==> src/rtl/mine_mem_arbiter_if.sv <==
`default_nettype none
// ============================================================================
// Module      : mine_mem_arbiter_if
// Description : Bundle of requester, clear-sweep and memory-side signals
//               shared between the mine memory arbiter and its surroundings.
// Revision    : 1.0 - initial release
// ============================================================================
interface mine_mem_arbiter_if #(
  parameter int AW = 8
);
  // Requester side
  logic          req0, req1, req2;
  logic          we0, we1, we2;
  logic [AW-1:0] addr0, addr1, addr2;
  logic          wdata0, wdata1, wdata2;
  logic          gnt0, gnt1, gnt2;
  logic          rvalid0, rvalid1, rvalid2;
  logic          rdata0, rdata1, rdata2;
  // Clear sweep control
  logic          clear_start;
  logic          clear_done;
  logic          busy;
  // Memory side
  logic [AW-1:0] mem_addr;
  logic          mem_wdata;
  logic          mem_wren;
  logic          mem_q;

  // Surrounding system: requesters plus the memory itself
  modport master (
    output req0, req1, req2, we0, we1, we2, addr0, addr1, addr2,
           wdata0, wdata1, wdata2, clear_start, mem_q,
    input  gnt0, gnt1, gnt2, rvalid0, rvalid1, rvalid2,
           rdata0, rdata1, rdata2, clear_done, busy,
           mem_addr, mem_wdata, mem_wren
  );

  // Arbiter side
  modport slave (
    input  req0, req1, req2, we0, we1, we2, addr0, addr1, addr2,
           wdata0, wdata1, wdata2, clear_start, mem_q,
    output gnt0, gnt1, gnt2, rvalid0, rvalid1, rvalid2,
           rdata0, rdata1, rdata2, clear_done, busy,
           mem_addr, mem_wdata, mem_wren
  );
endinterface
`default_nettype wire

==> src/rtl/mine_mem_arbiter.sv <==
`default_nettype none
// ============================================================================
// Module      : mine_mem_arbiter
// Description : Round-robin arbiter for the single-port mine memory with a
//               built-in whole-board clear sweep and tagged read return.
// Revision    : 1.0 - initial release
// ============================================================================
module mine_mem_arbiter #(
  parameter int AW     = 8,
  parameter int RD_LAT = 1
) (
  input  logic                 clk,
  input  logic                 rst,
  mine_mem_arbiter_if.slave    bus
);

  typedef enum logic [0:0] {
    ST_ARB   = 1'b0,
    ST_CLEAR = 1'b1
  } state_t;

  state_t            r_state;
  logic [1:0]        r_ptr;
  logic [AW-1:0]     r_cnt;
  logic [AW-1:0]     r_mem_addr;
  logic              r_mem_wdata;
  logic              r_mem_wren;
  logic              r_busy;
  logic              r_clear_done;
  logic [2:0]        r_rvalid;
  logic [2:0]        r_rdata;
  logic [RD_LAT:0]   r_pv;
  logic [RD_LAT:0][1:0] r_pid;

  logic [2:0]        w_req;
  logic [2:0]        w_gnt;
  logic [1:0]        w_win;
  logic [1:0]        w_cand;
  logic              w_any;
  logic              w_arb_open;
  logic              w_sel_we;
  logic              w_sel_wdata;
  logic [AW-1:0]     w_sel_addr;
  logic              w_push;

  assign w_req = {bus.req2, bus.req1, bus.req0};

  // Grants are only possible in normal arbitration, out of reset, and not in
  // the cycle that launches a sweep.
  assign w_arb_open = rst && (r_state == ST_ARB) && !bus.clear_start;

  // Round-robin search starting one past the last winner.
  always_comb begin
    w_any  = 1'b0;
    w_win  = 2'd0;
    w_cand = 2'd0;
    if (w_arb_open) begin
      for (int k = 0; k < 3; k++) begin
        w_cand = 2'((int'(r_ptr) + 1 + k) % 3);
        if (!w_any && w_req[w_cand]) begin
          w_any = 1'b1;
          w_win = w_cand;
        end
      end
    end
  end

  assign w_gnt = w_any ? (3'b001 << w_win) : 3'b000;

  // Select the winning port's transaction fields.
  always_comb begin
    w_sel_we    = bus.we0;
    w_sel_wdata = bus.wdata0;
    w_sel_addr  = bus.addr0;
    case (w_win)
      2'd1: begin
        w_sel_we    = bus.we1;
        w_sel_wdata = bus.wdata1;
        w_sel_addr  = bus.addr1;
      end
      2'd2: begin
        w_sel_we    = bus.we2;
        w_sel_wdata = bus.wdata2;
        w_sel_addr  = bus.addr2;
      end
      default: ;
    endcase
  end

  assign w_push = w_any && !w_sel_we;

  // Arbitration / clear-sweep state machine driving the memory port.
  always_ff @(posedge clk or negedge rst) begin
    if (!rst) begin
      r_state      <= ST_ARB;
      r_ptr        <= 2'd2;
      r_cnt        <= '0;
      r_mem_addr   <= '0;
      r_mem_wdata  <= 1'b0;
      r_mem_wren   <= 1'b0;
      r_busy       <= 1'b0;
      r_clear_done <= 1'b0;
    end else begin
      case (r_state)
        ST_ARB: begin
          r_clear_done <= 1'b0;
          if (bus.clear_start) begin
            // First sweep write (address 0) goes out next cycle; the counter
            // already points at the following address.
            r_state     <= ST_CLEAR;
            r_busy      <= 1'b1;
            r_mem_addr  <= '0;
            r_mem_wdata <= 1'b0;
            r_mem_wren  <= 1'b1;
            r_cnt       <= AW'(1);
          end else if (w_any) begin
            r_mem_addr  <= w_sel_addr;
            r_mem_wdata <= w_sel_wdata;
            r_mem_wren  <= w_sel_we;
            r_ptr       <= w_win;
          end else begin
            r_mem_wren  <= 1'b0;
          end
        end
        ST_CLEAR: begin
          // Counter wrapped to 0: the last address is being written now.
          if (r_cnt == '0) begin
            r_state      <= ST_ARB;
            r_busy       <= 1'b0;
            r_mem_wren   <= 1'b0;
            r_clear_done <= 1'b1;
          end else begin
            r_mem_addr <= r_cnt;
            r_cnt      <= r_cnt + AW'(1);
          end
        end
        default: r_state <= ST_ARB;
      endcase
    end
  end

  // Read tag delay line and data return, independent of the sweep state.
  always_ff @(posedge clk or negedge rst) begin
    if (!rst) begin
      r_pv     <= '0;
      r_pid    <= '0;
      r_rvalid <= 3'b000;
      r_rdata  <= 3'b000;
    end else begin
      r_pv     <= {r_pv[RD_LAT-1:0], w_push};
      r_pid    <= {r_pid[RD_LAT-1:0], w_win};
      r_rvalid <= 3'b000;
      if (r_pv[RD_LAT]) begin
        r_rvalid[r_pid[RD_LAT]] <= 1'b1;
        r_rdata[r_pid[RD_LAT]]  <= bus.mem_q;
      end
    end
  end

  assign bus.gnt0       = w_gnt[0];
  assign bus.gnt1       = w_gnt[1];
  assign bus.gnt2       = w_gnt[2];
  assign bus.rvalid0    = r_rvalid[0];
  assign bus.rvalid1    = r_rvalid[1];
  assign bus.rvalid2    = r_rvalid[2];
  assign bus.rdata0     = r_rdata[0];
  assign bus.rdata1     = r_rdata[1];
  assign bus.rdata2     = r_rdata[2];
  assign bus.clear_done = r_clear_done;
  assign bus.busy       = r_busy;
  assign bus.mem_addr   = r_mem_addr;
  assign bus.mem_wdata  = r_mem_wdata;
  assign bus.mem_wren   = r_mem_wren;

endmodule
`default_nettype wire

==> src/flat_wrapper.sv <==
// flat-port wrapper written by rule: the top's interface ports become plain ports
module mine_mem_arbiter_flat 
#(
  parameter int AW     = 8,
  parameter int RD_LAT = 1
)
  (clk, rst, bus_req0, bus_req1, bus_req2, bus_we0, bus_we1, bus_we2, bus_addr0, bus_addr1, bus_addr2, bus_wdata0, bus_wdata1, bus_wdata2, bus_clear_start, bus_mem_q, bus_gnt0, bus_gnt1, bus_gnt2, bus_rvalid0, bus_rvalid1, bus_rvalid2, bus_rdata0, bus_rdata1, bus_rdata2, bus_clear_done, bus_busy, bus_mem_addr, bus_mem_wdata, bus_mem_wren);
  mine_mem_arbiter_if #(.AW(AW)) bus_i ();
  input  logic clk;
  input  logic rst;
  input wire logic [$bits(bus_i.req0)-1:0] bus_req0;
  input wire logic [$bits(bus_i.req1)-1:0] bus_req1;
  input wire logic [$bits(bus_i.req2)-1:0] bus_req2;
  input wire logic [$bits(bus_i.we0)-1:0] bus_we0;
  input wire logic [$bits(bus_i.we1)-1:0] bus_we1;
  input wire logic [$bits(bus_i.we2)-1:0] bus_we2;
  input wire logic [$bits(bus_i.addr0)-1:0] bus_addr0;
  input wire logic [$bits(bus_i.addr1)-1:0] bus_addr1;
  input wire logic [$bits(bus_i.addr2)-1:0] bus_addr2;
  input wire logic [$bits(bus_i.wdata0)-1:0] bus_wdata0;
  input wire logic [$bits(bus_i.wdata1)-1:0] bus_wdata1;
  input wire logic [$bits(bus_i.wdata2)-1:0] bus_wdata2;
  input wire logic [$bits(bus_i.clear_start)-1:0] bus_clear_start;
  input wire logic [$bits(bus_i.mem_q)-1:0] bus_mem_q;
  output wire logic [$bits(bus_i.gnt0)-1:0] bus_gnt0;
  output wire logic [$bits(bus_i.gnt1)-1:0] bus_gnt1;
  output wire logic [$bits(bus_i.gnt2)-1:0] bus_gnt2;
  output wire logic [$bits(bus_i.rvalid0)-1:0] bus_rvalid0;
  output wire logic [$bits(bus_i.rvalid1)-1:0] bus_rvalid1;
  output wire logic [$bits(bus_i.rvalid2)-1:0] bus_rvalid2;
  output wire logic [$bits(bus_i.rdata0)-1:0] bus_rdata0;
  output wire logic [$bits(bus_i.rdata1)-1:0] bus_rdata1;
  output wire logic [$bits(bus_i.rdata2)-1:0] bus_rdata2;
  output wire logic [$bits(bus_i.clear_done)-1:0] bus_clear_done;
  output wire logic [$bits(bus_i.busy)-1:0] bus_busy;
  output wire logic [$bits(bus_i.mem_addr)-1:0] bus_mem_addr;
  output wire logic [$bits(bus_i.mem_wdata)-1:0] bus_mem_wdata;
  output wire logic [$bits(bus_i.mem_wren)-1:0] bus_mem_wren;
  assign bus_i.req0 = bus_req0;
  assign bus_i.req1 = bus_req1;
  assign bus_i.req2 = bus_req2;
  assign bus_i.we0 = bus_we0;
  assign bus_i.we1 = bus_we1;
  assign bus_i.we2 = bus_we2;
  assign bus_i.addr0 = bus_addr0;
  assign bus_i.addr1 = bus_addr1;
  assign bus_i.addr2 = bus_addr2;
  assign bus_i.wdata0 = bus_wdata0;
  assign bus_i.wdata1 = bus_wdata1;
  assign bus_i.wdata2 = bus_wdata2;
  assign bus_i.clear_start = bus_clear_start;
  assign bus_i.mem_q = bus_mem_q;
  assign bus_gnt0 = bus_i.gnt0;
  assign bus_gnt1 = bus_i.gnt1;
  assign bus_gnt2 = bus_i.gnt2;
  assign bus_rvalid0 = bus_i.rvalid0;
  assign bus_rvalid1 = bus_i.rvalid1;
  assign bus_rvalid2 = bus_i.rvalid2;
  assign bus_rdata0 = bus_i.rdata0;
  assign bus_rdata1 = bus_i.rdata1;
  assign bus_rdata2 = bus_i.rdata2;
  assign bus_clear_done = bus_i.clear_done;
  assign bus_busy = bus_i.busy;
  assign bus_mem_addr = bus_i.mem_addr;
  assign bus_mem_wdata = bus_i.mem_wdata;
  assign bus_mem_wren = bus_i.mem_wren;
  mine_mem_arbiter #(.AW(AW), .RD_LAT(RD_LAT)) u_core (.clk(clk), .rst(rst), .bus(bus_i));
endmodule
==> config.mk <==
export PLATFORM = sky130hd
export DESIGN_NAME = mine_mem_arbiter_flat
export DESIGN_NICKNAME = d
export VERILOG_FILES = /design/src/rtl/mine_mem_arbiter_if.sv /design/src/rtl/mine_mem_arbiter.sv /design/src/flat_wrapper.sv
export SDC_FILE = /design/constraint.sdc
export NUM_CORES = 1
export LEC_CHECK = 0
export ABC_AREA = 1
export CAP_MARGIN = 15
export CORE_MARGIN = 5
export CORE_UTILIZATION = 43
export DETAILED_ROUTE_END_ITERATION = 6
export GPL_TIMING_DRIVEN = 0
export PLACE_DENSITY = 0.8
export SETUP_SLACK_MARGIN = 0.15
export SLEW_MARGIN = 20
export SYNTH_ARGS = -nofsm -noshare
export SYNTH_HDL_FRONTEND = slang
export SYNTH_SLANG_ARGS = --single-unit
==> constraint.sdc <==
create_clock -name clk -period 2.9 [get_ports clk]
set_input_delay 0.87 -clock clk [delete_from_list [all_inputs] [get_ports clk]]
set_output_delay 0.87 -clock clk [all_outputs]
set_load 0.01 [all_outputs]
# Word level (Yosys, flattened, before mapping)
# Index checks and enable logic that the tools add are counted.
word_totals:
  regBits: 35
  input_bits: 37
  output_inout_bits: 21
  elab_cells: 95
op_classes:
  n_addsub: 4
  div: 3
  order_cmp: 5
  n_eq_ne: 6
  shift: 1
  muxes: 44
  n_bitwise: 2
  reduce_logical: 17
op_table:
  columns: ["cell", "count"]
  rows:
  - ["$mod A32 B3 Y32 const B", 3]
  - ["$pmux W8 S2", 3]
  - ["$mux W8", 5]
  - ["$add A32 B2 Y32 const B", 1]
  - ["$add A32 B3 Y32 const B", 1]
  - ["$mux W1", 19]
  - ["$lt A2 B3 Y1 const B", 4]
  - ["$pmux W1 S2", 6]
  - ["$add A8 B1 Y8 const B", 1]
  - ["$logic_not A8 Y1", 1]
  - ["$mux W2", 4]
  - ["$reduce_and A2 Y1", 4]
  - ["$bmux W1 S2", 3]
  - ["$logic_and A1 B1 Y1", 6]
  - ["$mux W3", 2]
  - ["$ne A2 B2 Y1 const B", 3]
  - ["$logic_not A1 Y1", 4]
  - ["$add A2 B1 Y3 const B", 1]
  - ["$bwmux W3", 1]
  - ["$ne A3 B2 Y1 const B", 1]
  - ["$reduce_and A3 Y1", 1]
  - ["$shl A1 B2 Y3 const A", 1]
  - ["$demux W1 S2", 1]
  - ["$eq A2 B1 Y1 const B", 1]
  - ["4 further kinds", 5]

# Logic depth before layout (Yosys ltp)
logic_depth:
  depth_word: 19
  mapped_depth: 19

# Worst setup path after synthesis
# Ideal clock, no wire load.
synth_timing:
  path_kind: "input port to output port"
  from: "input port bus_req1"
  to: "output port bus_gnt1"
  arrival_time_ns: 2.199
  required_time_ns: 2.030
  setup_slack_ns: -0.169
  stages: 12
  path_cell_list: "inv_1 > o21ai_0 > nand2_1 > nand2_2 > nor2_1 > nand2_1 > nand3_1 > inv_1 > ha_1 > clkbuf_1 > inv_1 > nor2_1"
synth_between:
  elab_chain_cells: 14
  word_cells_on_any_way: 22
  cone_classes: "1 x shift; 17 x mux; 4 x reduce/logical"
synth_rtl:
  columns: ["item", "line", "text"]
  rows:
  - ["start, declared", "flat_wrapper.sv:12", "input wire logic [$bits(bus_i.req1)-1:0] bus_req1;"]
  - ["$bmux W1 S2", "mine_mem_arbiter.sv:60", "if (!w_any && w_req[w_cand]) begin"]
  - ["$mux W1 (not written as such)", "mine_mem_arbiter.sv:60", null]
  - ["$mux W1", "mine_mem_arbiter.sv:60", null]
  - ["$mux W1", "mine_mem_arbiter.sv:57", "if (w_arb_open) begin"]
  - ["$logic_not A1 Y1", "mine_mem_arbiter.sv:60", null]
  - ["$logic_and A1 B1 Y1", "mine_mem_arbiter.sv:60", null]
  - ["$mux W1", "mine_mem_arbiter.sv:60", null]
  - ["$mux W1", "mine_mem_arbiter.sv:57", null]
  - ["$logic_not A1 Y1", "mine_mem_arbiter.sv:60", null]
  - ["$logic_and A1 B1 Y1", "mine_mem_arbiter.sv:60", null]
  - ["$mux W2 (*)", "mine_mem_arbiter.sv:60", null]
  - ["$mux W2 (*)", "mine_mem_arbiter.sv:57", null]
  - ["via u_core.w_win[0]", "mine_mem_arbiter.sv:37", "logic [1:0] w_win;"]
  - ["$shl A1 B2 Y3 (*)", "mine_mem_arbiter.sv:68", "assign w_gnt = w_any ? (3'b001 << w_win) : 3'b000;"]
  - ["$mux W3 (*)", "mine_mem_arbiter.sv:68", null]
  - ["end, declared", "flat_wrapper.sv:26", "output wire logic [$bits(bus_i.gnt1)-1:0] bus_gnt1;"]
# Mark *: on every way through the listed nets, which the timed path passes. The rest lies on a longest branch. The select of a mux whose other input is x is not followed.

# Final worst setup path
layout_timing:
  from: "register u_core.r_ptr[1]"
  to: "output port bus_gnt2"
layout_between:
  elab_chain_cells: 16
  word_cells_on_any_way: 28
  cone_classes: "3 x add/sub; 3 x div; 1 x shift; 17 x mux; 4 x reduce/logical"
layout_rtl:
  columns: ["item", "line", "text"]
  rows:
  - ["start, declared", "mine_mem_arbiter.sv:23", "logic [1:0] r_ptr;"]
  - ["start signal, assigned", "mine_mem_arbiter.sv:120", "r_ptr <= w_win;"]
  - ["$add A2 B1 Y3 (*)", "mine_mem_arbiter.sv:59", "w_cand = 2'((int'(r_ptr) + 1 + k) % 3);"]
  - ["parallel branches: the longest is 11 deep, another holds $add A32 B2 Y32", null, null]
  - ["$mux W2 (*)", "mine_mem_arbiter.sv:60", null]
  - ["$mux W2 (*)", "mine_mem_arbiter.sv:57", null]
  - ["via u_core.w_win[1]", "mine_mem_arbiter.sv:37", null]
  - ["$shl A1 B2 Y3 (*)", "mine_mem_arbiter.sv:68", null]
  - ["$mux W3 (*)", "mine_mem_arbiter.sv:68", null]
  - ["end, declared", "flat_wrapper.sv:27", "output wire logic [$bits(bus_i.gnt2)-1:0] bus_gnt2;"]
# Mark *: on every way through the listed nets, which the timed path passes. The select of a mux whose other input is x is not followed.

==> metrics.txt <==
largest net degree at the start of global routing=14; TritonCTS clock tree=built; mux cell area share after synthesis=0%; most frequent cells in the layout=nand2_1, clkdlybuf4s50_1, dfrtp_1; CP Max Fanout=6; GRT overflow=0; syn_nets=311; DIE HEIGHT=78.3 µm; worst slew pin tran=0.535 ns; Initial Util=45.2%; DR top layer=met4; Die ar.=about 6100 µm²; Hold Slack=between 0.3 and 0.4 ns; simple-gate share of the synthesized area=29.5%; Remaining DRCs=0; die span in x=78.3 µm; clk slew on worst S/H paths=0.07 ns; power per cell area=915 nW/µm²; Vias=2094; Sink Count=35; PortBufs=57; pre-CTS setup slack=-1.17 ns; crit-path max cell delay=0.59 ns; Rows=24; setup slack, reg-to-reg=approximately 0.18 ns; Synth Area per Inst=7.58 µm²; Yosys Warn Count=0; max cap viols=0; Fin. Hold Viols=0; post-DR vias/cell=5.29; Hold Buf Count CTS=0; Area Overhead vs Synth=60.3%; first-pass GRT wire length=9500 µm; DRT Pass-1 Iters=4; WL per Instance=~15 µm; Critical path origin=u_core.r_ptr[1]; Synth Area in XOR/XNOR=1.74%; RR Startpoint=u_core.r_ptr[1]; sequential cell area fraction in the yosys report=43.7%; vias in the first global route=between 2000 and 2500; IO Pins=58; CTS Buffer Depth=2; number of fill cells in the layout=346; ant diodes=0; Hold Path Sink=u_core.r_pv[1]; WL met3=between 500 and 600 µm; Leak=1.45 nW; number of setup violations in the final report=3; Worst Setup Path Type=reg2out; GRT Total Usage=19.4%; failing checks=negative setup slack; Max Slew Vio Count=0; total number of H-tree levels=2; Rel. slew slack=64.4%; Nets=between 300 and 400; synthesized instance count=265; WL final=5800 µm; RSZ-0062 raised after global routing=true; Core ar.=4440 µm²; compound-gate portion of the synthesized area=a little over a tenth; critical path endpoint category=output port; r2r endpoint=u_core.bus.mem_addr[1]; period utilisation layout=110%; CP cell instances=ha_4 > nand2_2 > nand3_4 > nand2_4 > nand2_4 > nor2_4 > nand2_2 > nand3_4 > inv_4 > ha_4 > clkbuf_16 > inv_4 > nor2_4 > buf_6; initial antenna violation count=0; Post-Syn Area=2010 µm²; Worst Path Arrival=2.33 ns; worst setup margin=-0.304 ns; hold path start=u_core.r_pv[0]; #FFs+latches synth=35; Synth Area in Adders=~5.6%; status=finished, violations left; Max Clock Freq=312 MHz; share of post-route cells with drive strength above 1=between 20% and 30%; RePlAce Congestion=0.863; post-route ant nets=0; hpwl dp=4060 µm; Required @ worst endpoint=2.03 ns; Min-Delay Path Depth=0; CP max stage cell=dfstp_2; WL met1=2560 µm; distinct cell type count of the synthesized netlist=24; met2 wire length=2560 µm; initial DRC count=between 100 and 150; Hold Path Class=reg2reg; Reg2Reg Depth=14; clk_lat worst skew=0.29 ns; CTS root buf=clkbuf_8; combinational family with the most area after synthesis=simple AND/OR/NAND/NOR gates; Startpoint Class=register; CTS Buf Count=5; post-route minimum period=about 3.2 ns; clock skew=~0.0044 ns; worst vdd ir=roughly 0.58 mV; most common cell after layout, fill and taps aside=nand2_1
## flip-flops by register name (all words and copies together) (netlist names)
register and count:
u_core.r_cnt 8, u_core.bus.mem_addr 8, u_core.r_pid 4, u_core.r_rvalid 3
u_core.r_ptr 2, u_core.r_pv 2, u_core.bus.mem_wdata 1, u_core.r_state 1
u_core.r_rdata 3, u_core.bus.busy 1, u_core.bus.mem_wren 1, u_core.bus.clear_done 1
## stage by stage
stage	area (µm²)	util, %	TNS [ns]	instances	power [W]
final	3220	72.4	-0.876	396	0.00295
after global routing	3220	72.4	-1.19	396	0.00314
after CTS	3140	70.6	-0.732	395	0.00278
after detailed placement	2810	63.2	-9.01	375	0.00211
after global placement	2790	62.7	-25.40	374	0.00207
after floorplan	2150	-	0	265	0.00166
## critical path, delay by kind of cell, from the launching register on
family / cells / cell delay (ns)
and+or+nand+nor: 8 / 0.69
adders and majority gates: 2 / 0.40
DFF: 1 / 0.59
buffers and inverters: 4 / 0.35
## how the worst max path moves through the flow
| stage | endpoint | slack (ns) | depth (start not counted) |
|---|---|---|---|
| floorplan | bus_gnt2 | 0.12 | 12 |
| global placement | bus_gnt2 | -2.18 | 10 |
| detailed placement | bus_gnt2 | -1.17 | 14 |
| CTS | bus_gnt2 | -0.25 | 14 |
| global route | bus_gnt0 | -0.41 | 13 |
| finish | bus_gnt2 | -0.30 | 14 |
## synth_stat cells, drive strengths merged
cell	count	area (µm²)
a21oi	3	15.0
a31o	1	8.76
buf	2	16.3
clkbuf	6	22.5
clkinv	1	3.75
dfrtp	34	851
dfstp	1	26.3
ha	9	113
inv	35	131
nand2	77	297
nand3	40	200
nand4	1	6.26
nor2	17	63.8
nor3	4	25.0
o2111ai	8	70.1
o21ai	20	111
o22ai	2	12.5
xnor2	1	8.76
xor2	3	26.3
## per-layer routing
layer | global-route usage [%] | vias to the layer above
met3 | 5.38 | 12
met2 | 28.9 | 100
li1 | - | 1018
met4 | 8.04 | 0
met1 | 26.7 | 964
met5 | 0 | -
## report_power, final
group	switching, W	internal (W)	leakage [nW]
Clock	0.000186	0.000278	0.0612
Sequential	0.000112	0.000639	0.449
Combinational	0.000984	0.000746	0.942
## logic make-up after synthesis
kind of cell,count (synthesis)
compound gates,34
xor+xnor,4
fa+ha+maj,9
buf+inv,44
flops,35
simple gates,139
## cell type report
cell class	instances	area [µm²]	area share, %
multi-input combinational	186	1200	37.2
sequential	35	877	27.2
timing repair buffer	71	721	22.4
inverter	36	155	4.82
buffer	8	85.1	2.64
clock buffer	6	82.6	2.57
tap	52	65.1	2.02
clock inverter	2	35.0	1.09
## what timing repair did
action | CTS | global route
gates cloned | 1 | 0
endpoints found under the setup margin | 14 | 14
pin swaps | 16 | 8
gates resized for setup | 53 | 24
buffers inserted | 11 | 1
No activity file was read; power rests on OpenSTA's default activity.
